## src/rtl/hazard_unit.sv

```systemverilog
// hazard_unit -- stall/flush controller for the five-stage pipeline.
//
// Drives the enable/flush controls of the IF/ID, ID/EX, EX/MEM and MEM/WB
// latches plus the PC enable. Cache waits, load-use hazards, taken branches
// and HALT are resolved with a fixed priority. A RUN/HALTED state machine
// makes halt sticky until reset, and three 32-bit counters track cycles,
// stall cycles and flush events.
//
// Ports:
//   CLK, nRST                 clock (rising edge), async active-low reset
//   ihit, dhit                instruction / data access complete this cycle
//   mem_req                   MEM-stage instruction reads or writes memory
//   halt_in                   MEM-stage instruction is HALT
//   br_taken                  branch/jump resolved taken in MEM
//   id_rs, id_rt              ID-stage source registers
//   ex_dREN, ex_dest          ID/EX latch load flag and destination register
//   clr_counts                synchronous clear of all counters
//   pc_en                     PC update enable
//   fetch_en, fetch_flush     IF/ID latch control
//   decode_en, decode_flush   ID/EX latch control
//   exec_en, exec_flush       EX/MEM latch control
//   mem_en                    MEM/WB latch enable
//   halted                    pipeline halted (sticky)
//   cycle_count, stall_count, flush_count   performance counters
module hazard_unit (
  input  logic        CLK,
  input  logic        nRST,
  input  logic        ihit,
  input  logic        dhit,
  input  logic        mem_req,
  input  logic        halt_in,
  input  logic        br_taken,
  input  logic [4:0]  id_rs,
  input  logic [4:0]  id_rt,
  input  logic        ex_dREN,
  input  logic [4:0]  ex_dest,
  input  logic        clr_counts,
  output logic        pc_en,
  output logic        fetch_en,
  output logic        fetch_flush,
  output logic        decode_en,
  output logic        decode_flush,
  output logic        exec_en,
  output logic        exec_flush,
  output logic        mem_en,
  output logic        halted,
  output logic [31:0] cycle_count,
  output logic [31:0] stall_count,
  output logic [31:0] flush_count
);

  typedef enum logic {
    RUN    = 1'b0,
    HALTED = 1'b1
  } state_t;

  state_t state, next_state;

  logic dstall;
  logic lu;
  logic stall_ev;
  logic flush_ev;

  assign dstall = mem_req & ~dhit;
  assign lu     = ex_dREN & (ex_dest != 5'd0) &
                  ((ex_dest == id_rs) | (ex_dest == id_rt));

  always_ff @(posedge CLK or negedge nRST) begin
    if (!nRST) begin
      state <= RUN;
    end else begin
      state <= next_state;
    end
  end

  // Exactly one rule applies per cycle; stall_ev/flush_ev select the single
  // counter event that goes with it.
  always_comb begin
    next_state   = state;
    pc_en        = 1'b1;
    fetch_en     = 1'b1;
    fetch_flush  = 1'b0;
    decode_en    = 1'b1;
    decode_flush = 1'b0;
    exec_en      = 1'b1;
    exec_flush   = 1'b0;
    mem_en       = 1'b1;
    stall_ev     = 1'b0;
    flush_ev     = 1'b0;

    if (state == HALTED) begin
      pc_en     = 1'b0;
      fetch_en  = 1'b0;
      decode_en = 1'b0;
      exec_en   = 1'b0;
      mem_en    = 1'b0;
    end else if (dstall) begin
      pc_en     = 1'b0;
      fetch_en  = 1'b0;
      decode_en = 1'b0;
      exec_en   = 1'b0;
      mem_en    = 1'b0;
      stall_ev  = 1'b1;
    end else if (halt_in) begin
      // Let HALT retire into MEM/WB, freeze everything behind it.
      pc_en      = 1'b0;
      fetch_en   = 1'b0;
      decode_en  = 1'b0;
      exec_en    = 1'b0;
      next_state = HALTED;
    end else if (br_taken) begin
      // PC loads the target regardless of ihit; the three younger
      // instructions are squashed.
      fetch_en     = 1'b0;
      fetch_flush  = 1'b1;
      decode_en    = 1'b0;
      decode_flush = 1'b1;
      exec_en      = 1'b0;
      exec_flush   = 1'b1;
      flush_ev     = 1'b1;
    end else if (lu) begin
      // Hold PC and IF/ID, insert one bubble into ID/EX.
      pc_en        = 1'b0;
      fetch_en     = 1'b0;
      decode_en    = 1'b0;
      decode_flush = 1'b1;
      stall_ev     = 1'b1;
    end else if (!ihit) begin
      pc_en       = 1'b0;
      fetch_en    = 1'b0;
      fetch_flush = 1'b1;
      stall_ev    = 1'b1;
    end
  end

  assign halted = (state == HALTED);

  always_ff @(posedge CLK or negedge nRST) begin
    if (!nRST) begin
      cycle_count <= '0;
      stall_count <= '0;
      flush_count <= '0;
    end else if (clr_counts) begin
      cycle_count <= '0;
      stall_count <= '0;
      flush_count <= '0;
    end else if (state == RUN) begin
      cycle_count <= cycle_count + 32'd1;
      if (stall_ev) begin
        stall_count <= stall_count + 32'd1;
      end
      if (flush_ev) begin
        flush_count <= flush_count + 32'd1;
      end
    end
  end

endmodule

```

## config.mk

```make
export PLATFORM = sky130hd
export DESIGN_NAME = hazard_unit
export DESIGN_NICKNAME = d
export VERILOG_FILES = /design/src/rtl/hazard_unit.sv
export SDC_FILE = /design/constraint.sdc
export NUM_CORES = 1
export LEC_CHECK = 0
export CORE_MARGIN = 3
export CORE_UTILIZATION = 35
export CTS_BUF_LIST = sky130_fd_sc_hd__clkbuf_4
export CTS_CLUSTER_DIAMETER = 120
export DETAILED_ROUTE_END_ITERATION = 7
export HOLD_SLACK_MARGIN = 0.02
export PLACE_DENSITY = 0.64
export SLEW_MARGIN = 5
export SYNTH_ARGS = -nofsm -noshare
export SYNTH_HDL_FRONTEND = slang
export SYNTH_SLANG_ARGS = --single-unit
```

## constraint.sdc

```tcl
create_clock -name CLK -period 2.7 [get_ports CLK]
set_input_delay 0.54 -clock CLK [delete_from_list [all_inputs] [get_ports CLK]]
set_output_delay 0.54 -clock CLK [all_outputs]
set_load 0.005 [all_outputs]
```

==> results of run 1 <==
[power breakdown]
part,total (mW),internal (mW),switching [mW]
clock network,0.682,0.200,0.482
logic,0.191,0.0779,0.113
registers,1.45,1.45,0.0000000000425
total,2.33,1.73,0.595
[layer usage]
layer  wire (um)  up-vias
li1            -     2289
met1        6280     2345
met2        6920      128
met3         706       19
met4         179        0
met5           0        -
[how the worst min path moves through the flow]
stage                            to       startpoint  depth (start not counted)
floorplan            cycle_count[0]             nRST                          0
global placement    cycle_count[29]             nRST                          1
detailed placement  cycle_count[31]  cycle_count[31]                          2
CTS                  stall_count[7]       clr_counts                          2
global route         stall_count[7]       clr_counts                          2
finish               stall_count[7]       clr_counts                          2
[cell families after synthesis]
logic type	synth area share
muxes	0.00364
AOI/OAI and AO/OA	0.128
adders and majority gates	0.00683
xor gates and xnor gates	0.0955
buffers and inverters	0.0589
and+or+nand+nor	0.265
DFF	0.441
[cell usage in the layout, fill, tap and decap left out, drive strengths merged, types with 14 or more instances in the layout]
cell type	n
dfrtp	97
nor2	66
inv	15
or3	14
nand3	38
nand4	20
and3	16
clkdlybuf4s50	112
xnor2	37
nand2	28
o31ai	26
a21oi	43
xor2	23
or4	29
nor3	14
buf	33
o21ai	17
[critical path, cell delays in order]
cell,delay [ps]
sky130_fd_sc_hd__clkdlybuf4s15_1,180
sky130_fd_sc_hd__or4_4,500
sky130_fd_sc_hd__o21ai_4,150
sky130_fd_sc_hd__and2b_2,260
sky130_fd_sc_hd__nor3_2,230
sky130_fd_sc_hd__dlygate4sd2_1,260
[sequential cells by signal, summed over array words and instances, names as in the netlist]
name / flops
stall_count: 32
halted: 1
cycle_count: 32
flush_count: 32
[synthesized netlist by cell type, types with 3 or more instances]
cell / number
sky130_fd_sc_hd__a21oi_1: 15
sky130_fd_sc_hd__a21oi_2: 28
sky130_fd_sc_hd__and2_1: 6
sky130_fd_sc_hd__and3_1: 16
sky130_fd_sc_hd__and4_1: 7
sky130_fd_sc_hd__buf_12: 3
sky130_fd_sc_hd__buf_2: 6
sky130_fd_sc_hd__clkbuf_1: 15
sky130_fd_sc_hd__clkbuf_8: 5
sky130_fd_sc_hd__dfrtp_1: 97
sky130_fd_sc_hd__ha_1: 3
sky130_fd_sc_hd__inv_1: 14
sky130_fd_sc_hd__nand2_1: 28
sky130_fd_sc_hd__nand3_1: 37
sky130_fd_sc_hd__nand4_1: 18
sky130_fd_sc_hd__nor2_1: 66
sky130_fd_sc_hd__nor2b_1: 5
sky130_fd_sc_hd__nor3_1: 12
sky130_fd_sc_hd__nor4_1: 5
sky130_fd_sc_hd__o21ai_0: 13
sky130_fd_sc_hd__o21ai_2: 3
sky130_fd_sc_hd__o31ai_1: 23
sky130_fd_sc_hd__o31ai_2: 3
sky130_fd_sc_hd__or3_1: 12
sky130_fd_sc_hd__or4_1: 22
sky130_fd_sc_hd__or4_2: 7
sky130_fd_sc_hd__xnor2_1: 37
sky130_fd_sc_hd__xor2_1: 23
[per-stage QoR]
stage	setup TNS, ps	setup slack (ps)	hold WS (ps)	utilization	instance area, um^2
final	0	26.9	526	0.467	7160
after global routing	-41.6	-21.9	476	0.467	7160
after CTS	0	17.6	467	0.465	7130
after detailed placement	-6690	-627	542	0.458	7010
after global placement	-4680	-564	540	0.458	7010
after floorplan	0	327	244	-	5500
[area by class of cell]
cell class                 instances  area, um^2  area share
inverter                          15        56.3     0.00787
clock inverter                     3        20.0     0.00280
tap                              211         264      0.0369
timing repair buffer             156        1530       0.214
clock buffer                      11        82.6      0.0115
multi-input combinational        418        2780       0.388
sequential                        97        2430       0.339
[repair_timing]
action,4_1_cts,5_1_grt
endpoints found under the setup margin,5,6
hold buffers,1,0
pin swaps,6,7
endpoints found under the hold margin,36,0
buffers inserted,1,1
resized for setup,31,7
==> key figures, run 1 <==
Run status
  • Result of the run: completed

Synth
  • Post-Syn Area per Cell: 9.75 um^2
  • Net count after synthesis: 591
  • Register area share after synthesis: 0.441
  • Most used flip-flop cell after synthesis: sky130_fd_sc_hd__dfrtp_1
  • Most area-hungry cell type in the Yosys netlist: sky130_fd_sc_hd__dfrtp_1
  • Top cells by area in the synthesized netlist: sky130_fd_sc_hd__dfrtp_1 44%, sky130_fd_sc_hd__xnor2_1 5.9%, sky130_fd_sc_hd__nor2_1 4.5%
  • Count of mapped cells out of synthesis: 564
  • Proportion of netlist area held by the largest area contributor: 0.441
  • Share of flip-flops with an asynchronous set or reset: 1.00
  • Flop and latch count out of synthesis: 97
  • Number of distinct library cells after synthesis: 54
  • Netlist Area Pre-Place: 5500 um^2
  • Number of enable-type register cells in the synthesized netlist: 0
  • Total of warnings raised by yosys: 0

Setup path
  • CP Launch Point: ex_dest[1]
  • Setup crit end: decode_en
  • Maximum fanout count along the critical path: 3
  • Critical register-to-register path startpoint: halted
  • Reg2reg path depth: 5
  • Capture point of the worst reg-to-reg path: cycle_count[27]
  • R2R Setup Slk: 400 ps
  • Setup Crit Path Kind: input port to output pin
  • Arrival time of data at the critical path endpoint: 2130 ps
  • Capturing element type of the critical path: output pin
  • Required arrival time at the worst endpoint: 2160 ps
  • Critical path launch point type: input port

Final layout
  • Synth-to-Final Area Change: 30.1%
  • Fraction of layout cells with a size suffix above 1: 0.156
  • # fillers: 1,466
  • Final non-filler cell total: 911
  • Diode insertion count for antenna repair: 0
  • Net count, final: 724

Global route
  • Via count of the first global-routing pass: 4,707
  • Initial antenna violation count: 0
  • Largest net degree at the start of global routing: 65
  • Total routing resource utilization after global routing: 0.163
  • Global-route track usage on met3: 0.0433
  • Met2 Resource Use GR: 0.271
  • Met1 usage: 0.212
  • First-pass GRT wire length: 23,700 um
  • Total global routing overflow: 0
  • Most used routing layer: met2

Clocking
  • Root Buffer Master: sky130_fd_sc_hd__clkbuf_4
  • Clock transition time at the flip-flop clock pins of the worst setup and hold paths: 150 ps
  • CTS tree: done
  • Clk buf depth: 2
  • Number of clock buffers inserted by TritonCTS: 9
  • Number of sinks on the clock net: 97
  • Clock latency at the later pin of the worst-skew pair: 450 ps
  • Number of H-tree levels: 3

Route
  • Routed length per instance: 15.5 um
  • Number of detailed-route iterations in the first pass: 5
  • DRT antenna net count: 0
  • Final Routed Wirelength: 14,100 um
  • Drt initial violations: 221
  • Residual DRC count: 0
  • Total vias in the final route: 4,781
  • Mean number of vias per cell: 5.25

STA
  • Final clock skew: 10.5 ps
  • Max-slew violation total from the final report: 0
  • Highest Clock Rate: 0.374 GHz
  • Unrepaired setup endpoints after global routing: yes
  • Total count of hold-check failures in the final report: 0
  • Setup violators final: 0
  • Final worst-path cycle share: 0.990
  • Slew headroom: 0.599
  • Transition time of the tightest slew-check pin: 602 ps
  • Final critical delay including setup and external delays: 2670 ps

Pwr
  • Max VDD drop: 0.216 mV
  • Power density of the placed cells: 325 nW/um^2
  • Static Leak: 2.72 nW
  • Overall power of the completed layout: 2.33 mW

Floorplanning
  • Area enclosed by the die boundary: 17,300 um^2
  • Starting utilization of the core area: 0.359
  • Die height: 131 um
  • Number of ports placed on the die boundary: 129
  • Site Rows: 45
  • Core ar.: 15,300 um^2
  • Horizontal extent of the die: 131 um

Placement
  • Placer congestion estimate: 0.827
  • Number of placed instances, taps included: 894
  • DP HPWL: 9990 um
  • Port bufs: 128

Flow run
  • Max_cap viols: 0

Hold path
  • HP Class: input port to flop
No activity file was read; power rests on OpenSTA's default activity.
==> run 2, diff against run 1 <==
CORE_UTILIZATION = 52   (was 35)
PLACE_DENSITY = 0.88   (was 0.64)
==> run 2 against run 1 <==
Via count grew 2.6%; critical path depth grew 2; combinational power is essentially flat; largest cell class unchanged.
==> key figures, run 2 (synthesis gave the netlist of run 1 again) <==
STA
  • Final worst-path cycle share: 0.980 (-0.0104)
  • Final critical delay including setup and external delays: 2650 ps (-28.0 ps)
  • Highest Clock Rate: 0.378 GHz (+1.1%)
  • Slew headroom: 0.597 (-0.00185)
  • Max-slew violation total from the final report: 0 (unchanged)
  • Total count of hold-check failures in the final report: 0 (unchanged)
  • Setup total negative slack: 0 ps (unchanged)
  • Final clock skew: 12.6 ps (+2.06 ps)
  • Transition time of the tightest slew-check pin: 605 ps (+2.77 ps)
  • Setup violators final: 0 (unchanged)
  • Unrepaired setup endpoints after global routing: no

Route
  • DRT antenna net count: 0 (unchanged)
  • Total vias in the final route: 4,906 (+2.6%)
  • Routed length per instance: 16.5 um (+6.9%)
  • Number of detailed-route iterations in the first pass: 5 (unchanged)
  • Residual DRC count: 0 (unchanged)
  • Mean number of vias per cell: 5.85 (+12%)
  • Drt initial violations: 267 (+21%)
  • Final Routed Wirelength: 13,900 um (-1.7%)

Setup path
  • Combined buffer and inverter count along the critical path: 3 (+1)
  • Capturing element type of the critical path: output pin
  • Maximum fanout count along the critical path: 2 (-1)
  • Required arrival time at the worst endpoint: 2160 ps (about the same)
  • Setup Crit Path Kind: input port to output pin
  • R2R Setup Slk: 330 ps (-70 ps)
  • Largest delay share family, worst path: simple AND/OR/NAND/NOR gates
  • Arrival time of data at the critical path endpoint: 2110 ps (-20 ps)
  • Critical path launch point type: input port
  • Dominant cell type by count on the critical path: sky130_fd_sc_hd__o21ai_2
  • Max incr delay on CP: 410 ps (-90 ps)
  • Cells traversed along the worst timing path: dlygate4sd2_1, or4_4, o21ai_2, and2b_2, buf_4, o21ai_2, and2_1, buf_2
  • Slowest CP cell: sky130_fd_sc_hd__or4_4

Final layout
  • Net count, final: 727 (+0.41%)
  • Synth-to-Final Area Change: 28.6%
  • Fraction of layout cells with a size suffix above 1: 0.166 (+0.0105)
  • Highest-count cells in the layout ignoring fill and taps: 116 x sky130_fd_sc_hd__clkdlybuf4s50_1, 96 x sky130_fd_sc_hd__dfrtp_1, 66 x sky130_fd_sc_hd__nor2_1
  • Largest registers: cycle_count: 32 flops, flush_count: 32 flops, stall_count: 32 flops
  • Post-route design area: 7070 um^2 (-1.2%)
  • Utilization after layout: 0.704 (+0.237)
  • Commonest non-fill, non-tap cell in the layout: sky130_fd_sc_hd__clkdlybuf4s50_1

Global route
  • First-pass GRT wire length: 22,900 um (-3.6%)
  • Total global routing overflow: 0 (unchanged)
  • Via count of the first global-routing pass: 4,904 (+4.2%)
  • Initial antenna violation count: 1 (+1)
  • Total routing resource utilization after global routing: 0.241 (+0.0780)
  • Largest net degree at the start of global routing: 64 (-1.5%)

Floorplanning
  • Die height: 109 um (-17%)
  • Number of ports placed on the die boundary: 129 (unchanged)
  • Area enclosed by the die boundary: 11,800 um^2 (-31%)
  • Starting utilization of the core area: 0.548 (+0.188)
  • Horizontal extent of the die: 109 um (-17%)
  • Site Rows: 36 (-20%)
  • Core ar.: 10,000 um^2 (-34%)

Clocking
  • Root Buffer Master: sky130_fd_sc_hd__clkbuf_4
  • Number of H-tree levels: 3 (unchanged)
  • Number of sinks on the clock net: 97 (unchanged)
  • CTS Hold Bufs: 0 (-1)
  • Clock latency at the later pin of the worst-skew pair: 450 ps (about the same)
  • Clk buf depth: 2 (unchanged)
  • CTS tree: done
  • Number of clock buffers inserted by TritonCTS: 9 (unchanged)
  • Clock transition time at the flip-flop clock pins of the worst setup and hold paths: 140 ps (about the same)

Pwr
  • Cell-internal power: 1.75 mW (+1.2%)
  • Sequential power share: 0.623 (-0.002)
  • Clk network pwr share: 0.294 (about the same)
  • Max VDD drop: 0.175 mV (-19%)
  • Power density of the placed cells: 330 nW/um^2 (+1.5%)
  • Static Leak: 2.71 nW (-0.59%)
  • Reported net switching power: 581 uW (-2.4%)
  • Combinational share of power: 0.083 (about the same)
  • Switching part of the total power: 0.249 (-0.00677)

Flow run
  • Max_cap viols: 0 (unchanged)

Placement
  • DP HPWL: 9890 um (-0.93%)
  • Port bufs: 128 (unchanged)
  • Placer congestion estimate: 0.800 (-3.3%)
  • Cell area after placement: 6940 um^2 (-1.0%)

Run status
  • Result of the run: completed

Hold path
  • HP Class: input port to asynchronous set/reset pin
[run 2: cell types whose count changed in the layout (fill, tap and decap cells not counted), sizes merged]
cell | before | now
clkinvlp | 1 | 0
clkdlybuf4s15 | 4 | 1
diode | 0 | 1
dlymetal6s2s | 4 | 0
dlygate4sd3 | 1 | 0
clkinv | 2 | 3
buf | 33 | 39
clkbuf | 11 | 13
clkdlybuf4s50 | 112 | 116
[run 2: final timing paths]
path / endpoint / startpoint / cells after the start
worst max-delay path: fetch_flush / ex_dest[4] / 8
worst min-delay path: stall_count[22] / nRST / 1
worst max register to register: cycle_count[25] / halted / 5
worst min register to register: flush_count[31] / flush_count[31] / 2
max in group asynchronous: cycle_count[26] / nRST / 2
min in group CLK: stall_count[1] / clr_counts / 2
[run 2: layer usage]
| layer | up-vias | track usage | share of wire |
|---|---|---|---|
| met5 | - | 0 | 0 |
| met4 | 0 | 0.107 | 0.022 |
| met3 | 23 | 0.0497 | 0.061 |
| met2 | 167 | 0.407 | 0.51 |
| met1 | 2409 | 0.299 | 0.41 |
| li1 | 2307 | - | - |
[run 2: through the flow]
stage               hold slack [ps]  instances  setup slack, ps  power (mW)
finish                         70.0        838             54.8        2.33
global route                    104        838             2.12        2.43
CTS                            81.5        837            0.547        2.35
detailed placement              540        818             -555        1.67
global placement                531        818             -525        1.67
floorplan                       244        564              327        1.57
[run 2: cell type report]
cell class                      count  area (um^2)
Antenna cell                        1         2.50
Clock buffer                       12         90.1
Clock inverter                      3         18.8
Fill cell                         749         2970
Inverter                           15         56.3
Multi-Input combinational cell    418         2770
Sequential cell                    97         2430
Tap cell                          133          166
Timing Repair Buffer              159         1540
[run 2: power groups by stage]
| stage | combinational [mW] | clock (mW) | sequential [mW] |
|---|---|---|---|
| finish | 0.194 | 0.686 | 1.45 |
| detailed placement | 0.192 | 0 | 1.48 |
| floorplan | 0.0864 | 0 | 1.48 |
| CTS | 0.194 | 0.700 | 1.45 |
| global placement | 0.186 | 0 | 1.48 |
| global route | 0.213 | 0.767 | 1.45 |
[run 2: repair_timing]
item                                    4_1_cts  5_1_grt
gates resized for setup                      33        5
cloned                                        0        0
setup buffers                                 4        0
pin swaps                                     5        4
endpoints found under the setup margin        5        5
